[src/rtl/channel_stream_reader.sv]
// -----------------------------------------------------------------------------
// channel_stream_reader
//
// Streams N_CHANNELS planar image channels from a single synchronous RAM into
// the per-channel data/valid inputs of spatial_conv_core. One read is launched
// per cycle, round-robin over the channels that still have pixels left and that
// have credit. A channel has credit while (reads in flight + words buffered) < 2.
// Each channel owns a 2-entry skid FIFO. The credit rule guarantees that every
// returning RAM word finds room in its FIFO, so no word is dropped or repeated.
//
// Optional feature (macro CHANNEL_READER_STALL_CNT_EN):
//   Adds stall_cnt_o, a saturating 32-bit count of RUN cycles in which no read
//   was launched. It clears on reset and when a frame starts, and holds its
//   value while IDLE or DONE.
//
// Ports
//   clock_i       in   1                      clock, all logic on posedge
//   reset_i       in   1                      synchronous reset, active-high
//   start_i       in   1                      starts one frame when IDLE
//   hold_i        in   N_CHANNELS             consumer back-pressure per channel
//   ram_addr_o    out  ADDR_WIDTH             RAM read address
//   ram_rden_o    out  1                      read issued this cycle
//   ram_q_i       in   DATA_WIDTH             RAM data, RAM_LATENCY after rden
//   data_o        out  N_CHANNELS*DATA_WIDTH  head word of each channel FIFO
//   data_valid_o  out  N_CHANNELS             channel FIFO not empty
//   busy_o        out  1                      frame in progress (RUN/DRAIN)
//   done_o        out  1                      one-cycle pulse at end of frame
//   stall_cnt_o   out  32                     only with CHANNEL_READER_STALL_CNT_EN
// -----------------------------------------------------------------------------
module channel_stream_reader #(
    parameter int ADDR_WIDTH  = 16,
    parameter int DATA_WIDTH  = 32,
    parameter int N_ROWS      = 100,
    parameter int N_COLS      = 100,
    parameter int N_CHANNELS  = 3,
    parameter int BASE_ADDR   = 0,
    parameter int RAM_LATENCY = 1
) (
    input  logic                             clock_i,
    input  logic                             reset_i,
    input  logic                             start_i,
    input  logic [N_CHANNELS-1:0]            hold_i,
    output logic [ADDR_WIDTH-1:0]            ram_addr_o,
    output logic                             ram_rden_o,
    input  logic [DATA_WIDTH-1:0]            ram_q_i,
    output logic [N_CHANNELS*DATA_WIDTH-1:0] data_o,
    output logic [N_CHANNELS-1:0]            data_valid_o,
    output logic                             busy_o,
    output logic                             done_o
`ifdef CHANNEL_READER_STALL_CNT_EN
    ,
    output logic [31:0]                      stall_cnt_o
`endif
);

    localparam int FRAME = N_ROWS * N_COLS;
    localparam int CNT_W = $clog2(FRAME + 1);
    localparam int CH_W  = (N_CHANNELS > 1) ? $clog2(N_CHANNELS) : 1;
    localparam logic [CH_W:0]   NCH_WIDE = (CH_W+1)'(N_CHANNELS);
    localparam logic [CH_W-1:0] CH_LAST  = CH_W'(N_CHANNELS - 1);

    typedef enum logic [1:0] {S_IDLE, S_RUN, S_DRAIN, S_DONE} state_t;

    state_t                r_state;
    logic [CH_W-1:0]       r_rr;
    logic                  r_rden;
    logic [ADDR_WIDTH-1:0] r_addr;
    logic [CH_W-1:0]       r_rd_ch;
    logic                  r_busy;
    logic                  r_done;
    // Tag pipe: stage k carries the read launched k+1 cycles ago, so the last
    // stage lines up with the word currently on ram_q_i.
    logic                  r_tag_vld [RAM_LATENCY];
    logic [CH_W-1:0]       r_tag_ch  [RAM_LATENCY];

    logic [N_CHANNELS-1:0] w_elig;
    logic [N_CHANNELS-1:0] w_iss;
    logic [N_CHANNELS-1:0] w_push;
    logic [N_CHANNELS-1:0] w_last;
    logic [N_CHANNELS-1:0] w_empty;
    logic [ADDR_WIDTH-1:0] w_ch_addr [N_CHANNELS];
    logic [CH_W-1:0]       w_sel;
    logic [CH_W-1:0]       w_rr_next;
    logic [CH_W:0]         w_idx;
    logic                  w_found;
    logic                  w_issue;

    // Round-robin pick: first eligible channel at or after the rr pointer.
    always_comb begin
        w_sel   = '0;
        w_found = 1'b0;
        w_idx   = '0;
        for (int k = 0; k < N_CHANNELS; k++) begin
            w_idx = {1'b0, r_rr} + (CH_W+1)'(k);
            if (w_idx >= NCH_WIDE) begin
                w_idx = w_idx - NCH_WIDE;
            end
            if (!w_found && w_elig[w_idx[CH_W-1:0]]) begin
                w_found = 1'b1;
                w_sel   = w_idx[CH_W-1:0];
            end
        end
    end

    assign w_issue   = (r_state == S_RUN) && w_found;
    assign w_rr_next = (w_sel == CH_LAST) ? '0 : w_sel + CH_W'(1);

    generate
        for (genvar gi = 0; gi < N_CHANNELS; gi++) begin : g_ch
            localparam logic [ADDR_WIDTH-1:0] PLANE_BASE = ADDR_WIDTH'(BASE_ADDR + gi * FRAME);

            logic [CNT_W-1:0]      r_cnt;
            logic [1:0]            r_inf;
            logic [1:0]            r_occ;
            logic [DATA_WIDTH-1:0] r_mem [2];
            logic                  r_wr_ptr;
            logic                  r_rd_ptr;
            logic [2:0]            w_credit;
            logic                  w_pop;

            assign w_credit        = {1'b0, r_inf} + {1'b0, r_occ};
            assign w_elig[gi]      = (r_cnt < CNT_W'(FRAME)) && (w_credit < 3'd2);
            assign w_iss[gi]       = w_issue && (w_sel == CH_W'(gi));
            assign w_push[gi]      = r_tag_vld[RAM_LATENCY-1] && (r_tag_ch[RAM_LATENCY-1] == CH_W'(gi));
            assign w_pop           = (r_occ != 2'd0) && !hold_i[gi];
            // Counts the read launched this cycle, so RUN ends on the cycle of
            // the final read rather than idling one extra cycle.
            assign w_last[gi]      = (r_cnt == CNT_W'(FRAME)) ||
                                     (w_iss[gi] && (r_cnt == CNT_W'(FRAME - 1)));
            assign w_empty[gi]     = (r_inf == 2'd0) && (r_occ == 2'd0);
            assign w_ch_addr[gi]   = PLANE_BASE + ADDR_WIDTH'(r_cnt);
            assign data_o[gi*DATA_WIDTH +: DATA_WIDTH] = r_mem[r_rd_ptr];
            assign data_valid_o[gi] = (r_occ != 2'd0);

            always_ff @(posedge clock_i) begin
                if (reset_i) begin
                    r_cnt    <= '0;
                    r_inf    <= '0;
                    r_occ    <= '0;
                    r_mem[0] <= '0;
                    r_mem[1] <= '0;
                    r_wr_ptr <= 1'b0;
                    r_rd_ptr <= 1'b0;
                end else begin
                    if ((r_state == S_IDLE) && start_i) begin
                        r_cnt <= '0;
                    end else if (w_iss[gi]) begin
                        r_cnt <= r_cnt + CNT_W'(1);
                    end
                    r_inf <= r_inf + {1'b0, w_iss[gi]} - {1'b0, w_push[gi]};
                    r_occ <= r_occ + {1'b0, w_push[gi]} - {1'b0, w_pop};
                    if (w_push[gi]) begin
                        r_mem[r_wr_ptr] <= ram_q_i;
                        r_wr_ptr        <= ~r_wr_ptr;
                    end
                    if (w_pop) begin
                        r_rd_ptr <= ~r_rd_ptr;
                    end
                end
            end
        end
    endgenerate

    always_ff @(posedge clock_i) begin
        if (reset_i) begin
            r_state <= S_IDLE;
            r_rr    <= '0;
            r_rden  <= 1'b0;
            r_addr  <= '0;
            r_rd_ch <= '0;
            r_busy  <= 1'b0;
            r_done  <= 1'b0;
            for (int i = 0; i < RAM_LATENCY; i++) begin
                r_tag_vld[i] <= 1'b0;
                r_tag_ch[i]  <= '0;
            end
        end else begin
            r_rden  <= w_issue;
            r_rd_ch <= w_sel;
            if (w_issue) begin
                r_addr <= w_ch_addr[w_sel];
                r_rr   <= w_rr_next;
            end
            r_tag_vld[0] <= r_rden;
            r_tag_ch[0]  <= r_rd_ch;
            for (int i = 1; i < RAM_LATENCY; i++) begin
                r_tag_vld[i] <= r_tag_vld[i-1];
                r_tag_ch[i]  <= r_tag_ch[i-1];
            end
            case (r_state)
                S_IDLE: begin
                    if (start_i) begin
                        r_state <= S_RUN;
                        r_busy  <= 1'b1;
                        r_rr    <= '0;
                    end
                end
                S_RUN: begin
                    if (&w_last) begin
                        r_state <= S_DRAIN;
                    end
                end
                S_DRAIN: begin
                    // Empty FIFOs and zero in-flight reads mean every word
                    // has been handed to the consumer.
                    if (&w_empty) begin
                        r_state <= S_DONE;
                        r_busy  <= 1'b0;
                        r_done  <= 1'b1;
                    end
                end
                S_DONE: begin
                    r_state <= S_IDLE;
                    r_done  <= 1'b0;
                end
                default: r_state <= S_IDLE;
            endcase
        end
    end

    assign ram_rden_o = r_rden;
    assign ram_addr_o = r_addr;
    assign busy_o     = r_busy;
    assign done_o     = r_done;

`ifdef CHANNEL_READER_STALL_CNT_EN
    logic [31:0] r_stall_cnt;

    // Counts RUN cycles in which no read was launched; saturates.
    always_ff @(posedge clock_i) begin
        if (reset_i) begin
            r_stall_cnt <= '0;
        end else if ((r_state == S_IDLE) && start_i) begin
            r_stall_cnt <= '0;
        end else if ((r_state == S_RUN) && !w_issue && (r_stall_cnt != '1)) begin
            r_stall_cnt <= r_stall_cnt + 32'd1;
        end
    end

    assign stall_cnt_o = r_stall_cnt;
`endif

endmodule

[config.mk]
export PLATFORM = sky130hd
export DESIGN_NAME = channel_stream_reader
export DESIGN_NICKNAME = d
export VERILOG_FILES = /design/src/rtl/channel_stream_reader.sv
export SDC_FILE = /design/constraint.sdc
export NUM_CORES = 1
export LEC_CHECK = 0
export ABC_AREA = 0
export BUFFER_PORTS_ARGS = -buffer_cell sky130_fd_sc_hd__buf_4
export CELL_PAD_IN_SITES_DETAIL_PLACEMENT = 0
export CELL_PAD_IN_SITES_GLOBAL_PLACEMENT = 1
export CORE_AREA = 5 5 173 175
export CTS_CLUSTER_SIZE = 25
export DETAILED_ROUTE_END_ITERATION = 8
export DIE_AREA = 0 0 178 180
export GPL_TIMING_DRIVEN = 0
export PLACE_DENSITY_LB_ADDON = 0.1
export SYNTH_ARGS = -nofsm -noshare
export SYNTH_HDL_FRONTEND = slang
export SYNTH_SLANG_ARGS = --single-unit
export TNS_END_PERCENT = 10
[constraint.sdc]
create_clock -name clock_i -period 4.9 [get_ports clock_i]
set_input_delay 0.49 -clock clock_i [delete_from_list [all_inputs] [get_ports clock_i]]
set_output_delay 0.49 -clock clock_i [all_outputs]
set_load 0.005 [all_outputs]
==> results.ini <==
[setup_path]
crit_path_end_kind = register
crit_fanout = 10
required_ns = 5.33
r2r_setup_slack_ns = 1.49
worst-setup-path-type = reg -> reg
worstSetupStartpointType = register
worstPathArrival_ns = 3.84

[cts]
postCtsSetupBuffers = 0
insertion_delay_ns = 0.57
cts.sinks = 283
cts_root_buf = clkbuf_16
clk_pin_slew_ns = 0.06
ctsResizeCount = 0
cts_buffer_depth = 3
htreeDepth = 1
numCtsBuffers = 31
cts_tree = done
hold_buffers = 0

[global_route]
grt_pass1_vias = 8692
grt_pass1_wl_um = 50470
grt_usage_pct = 20.19
grt-ovfl-total = 0
antenna_found_initial = 1
grt_start_max_net_pins = 33

[sta]
timing.final.ws_setup_ns = 1.489
fin_worst_skew_ns = 0.01219
max_slew_margin_pct = 30.82
period_share_pct = 69.61
finalCriticalPeriod_ns = 3.411
tightestPinTransition_ns = 1.038
whs_ns = 0.2269
finalHoldViolations = 0
report.final.slew_viol_count = 0
rsz0062_at_grt = no
setup_viol = 0
fmax_ghz = 0.2932
setup_tns_ns = 0

[cells_and_area]
fillers = 2448
num_antenna_cells = 0
finalNonFillerCells = 1689
drive_gt1_share_pct = 25.82
nets = 1350
syn_to_final_growth_pct = 21.37

[drt]
remaining_drc_errors = 0
drtIter0Drc = 584
drtAntennaViolNets = 0
routed-wl-met2_um = 16060
drt_first_pass_iters = 5
via_per_inst = 5.146
avgRoutedWirePerCell_um = 19.44
vias = 8692
wl_um = 32840
routed.top_layer = met5
wl_met1_um = 14300
wl_met3_um = 1545

[placement]
routabilityCongestion = 0.9156
dp_hpwl_um = 22950
io_buffers = 154
dp_slack_ns = 1.531
dp.cells = 1631

[synthesis]
synth_top_family_by_area = simple AND/OR/NAND/NOR gates
synth_nets = 1160
ys_ff_latch = 283
yosys_warnings = 0
synth_edf_count = 192
yosys.area_share.simple_pct = 18.25
synthAdderAreaFrac_pct = 3.229
netlist_area_mm2 = 0.01310
synthTopCellsByArea = edfxtp_1, dfxtp_1, and2_1
yosysTopAreaCellShare_pct = 44.02
synth_xor_area_share_pct = 4.413
seq_area_frac_synth_pct = 57.92
synth_area_per_cell_um2 = 12.02
synth_cell_types = 61
yosysMostFrequentCell = and2_1
synth.area.mux_share_pct = 8.406
yosysTopAreaCell = edfxtp_1
synthesis.instances = 1090
yosys-top-cells-count = and2_1, edfxtp_1, mux2_2, nor2_1, dfxtp_1
synthArstFlopShare_pct = 0
synth_compound_area_share_pct = 4.824
synthFlopType = edfxtp_1

[floorplan]
io_pins = 156
die_area_mm2 = 0.03204
rows = 62
die_x_um = 178
start_util_pct = 46.26
die_y_um = 180
core-area_mm2 = 0.02831

[power]
p_total_mw = 6.727
irDropWorstVdd_uv = 264.4
power.leakage_nw = 6.413
p_per_area_mw_per_mm2 = 423.2

[min_path]
hp-class = in -> reg

[run]
cap_violations = 0

[outcome]
status = finished clean

[report_power, final]
part	total [mW]	leakage (nW)	switching, mW	internal [mW]
logic	1.53	3.16	0.828	0.704
clock network	2.38	0.528	0.954	1.43
registers	2.81	2.72	0.0904	2.72
total	6.73	6.41	1.87	4.86
[cells by family (layout without fill, tap and decap cells)]
logic type,Yosys count,count (layout)
multiplexers,98,98
flip-flops,283,283
XOR/XNOR,66,66
buffers and inverters,98,313
adder cells (fa/ha/maj),32,32
AO/OA/AOI/OAI,86,86
AND/OR/NAND/NOR,427,427
[cells in the final DEF, fill, tap and decap left out, drive strengths merged, types with 17 or more instances in the layout]
cell type  synthesis  routed
and2             195     195
edfxtp           192     192
buf               22     179
mux2              96      96
nor2              94      94
dfxtp             91      91
clkbuf            39      81
inv               37      39
nand2             37      37
xor2              36      36
xnor2             30      30
ha                29      29
nand3             18      18
a21oi             18      18
o21ai             18      18
nor3              17      17
[flip-flops by register name, summed over array words and instances, names as in the netlist, named ones only]
signal	count
busy_o	1
done_o	1
g_ch.r_cnt	42
g_ch.r_inf	6
g_ch.r_mem	192
g_ch.r_occ	6
g_ch.r_rd_ptr	3
g_ch.r_wr_ptr	3
r_rd_ch	2
r_rr	2
r_state	2
r_tag_ch	2
r_tag_vld	1
ram_addr_o	16
ram_rden_o	1
[path summary, 6_finish.rpt]
| check | cells after the start | end | startpoint |
|---|---|---|---|
| min reg2reg | 1 | r_tag_ch[0][1] | r_rd_ch[1] |
| max | 12 | g_ch[2].r_inf[1] | g_ch[2].r_inf[0] |
| min | 2 | g_ch[2].r_mem[0][29] | ram_q_i[29] |
| max reg2reg | 12 | g_ch[2].r_inf[1] | g_ch[2].r_inf[0] |
[metal layers]
layer  global-route usage (%)  up-vias
li1                         -     4191
met1                    26.27     4228
met2                    34.93      208
met3                    3.319       63
met4                    5.384        2
met5                        0        -
[final cells by class]
class / instances / area [um2] / share of cell area [%]
Tap cell: 384 / 480.5 / 3.022
Clock buffer: 42 / 887.1 / 5.580
Buffer: 61 / 247.7 / 1.558
Inverter: 37 / 138.9 / 0.8736
Clock inverter: 16 / 173.9 / 1.094
Sequential cell: 283 / 7587 / 47.73
Timing Repair Buffer: 157 / 1224 / 7.697
Multi-Input combinational cell: 709 / 5159 / 32.45
[metrics by stage]
| step | cell area (um2) | util, % |
|---|---|---|
| 3_3_place_gp | 14740 | 52.04 |
| 6_report | 15900 | 56.15 |
| 4_1_cts | 15900 | 56.15 |
| 3_5_place_dp | 14840 | 52.40 |
| 5_1_grt | 15900 | 56.15 |
| 2_1_floorplan | 13100 | - |
[worst max-delay path: stages (launching register included)]
cell      delay (ns)
dfxtp_1         0.34
inv_1           0.06
nor2_1          0.13
fa_1            0.43
nor2_1          0.30
o211a_1         0.21
o221ai_1        0.26
nor3_1          0.56
buf_2           0.41
ha_1            0.22
xor2_1          0.17
xnor2_1         0.13
nor2_1          0.05
Power figures use the tool's default switching activity.
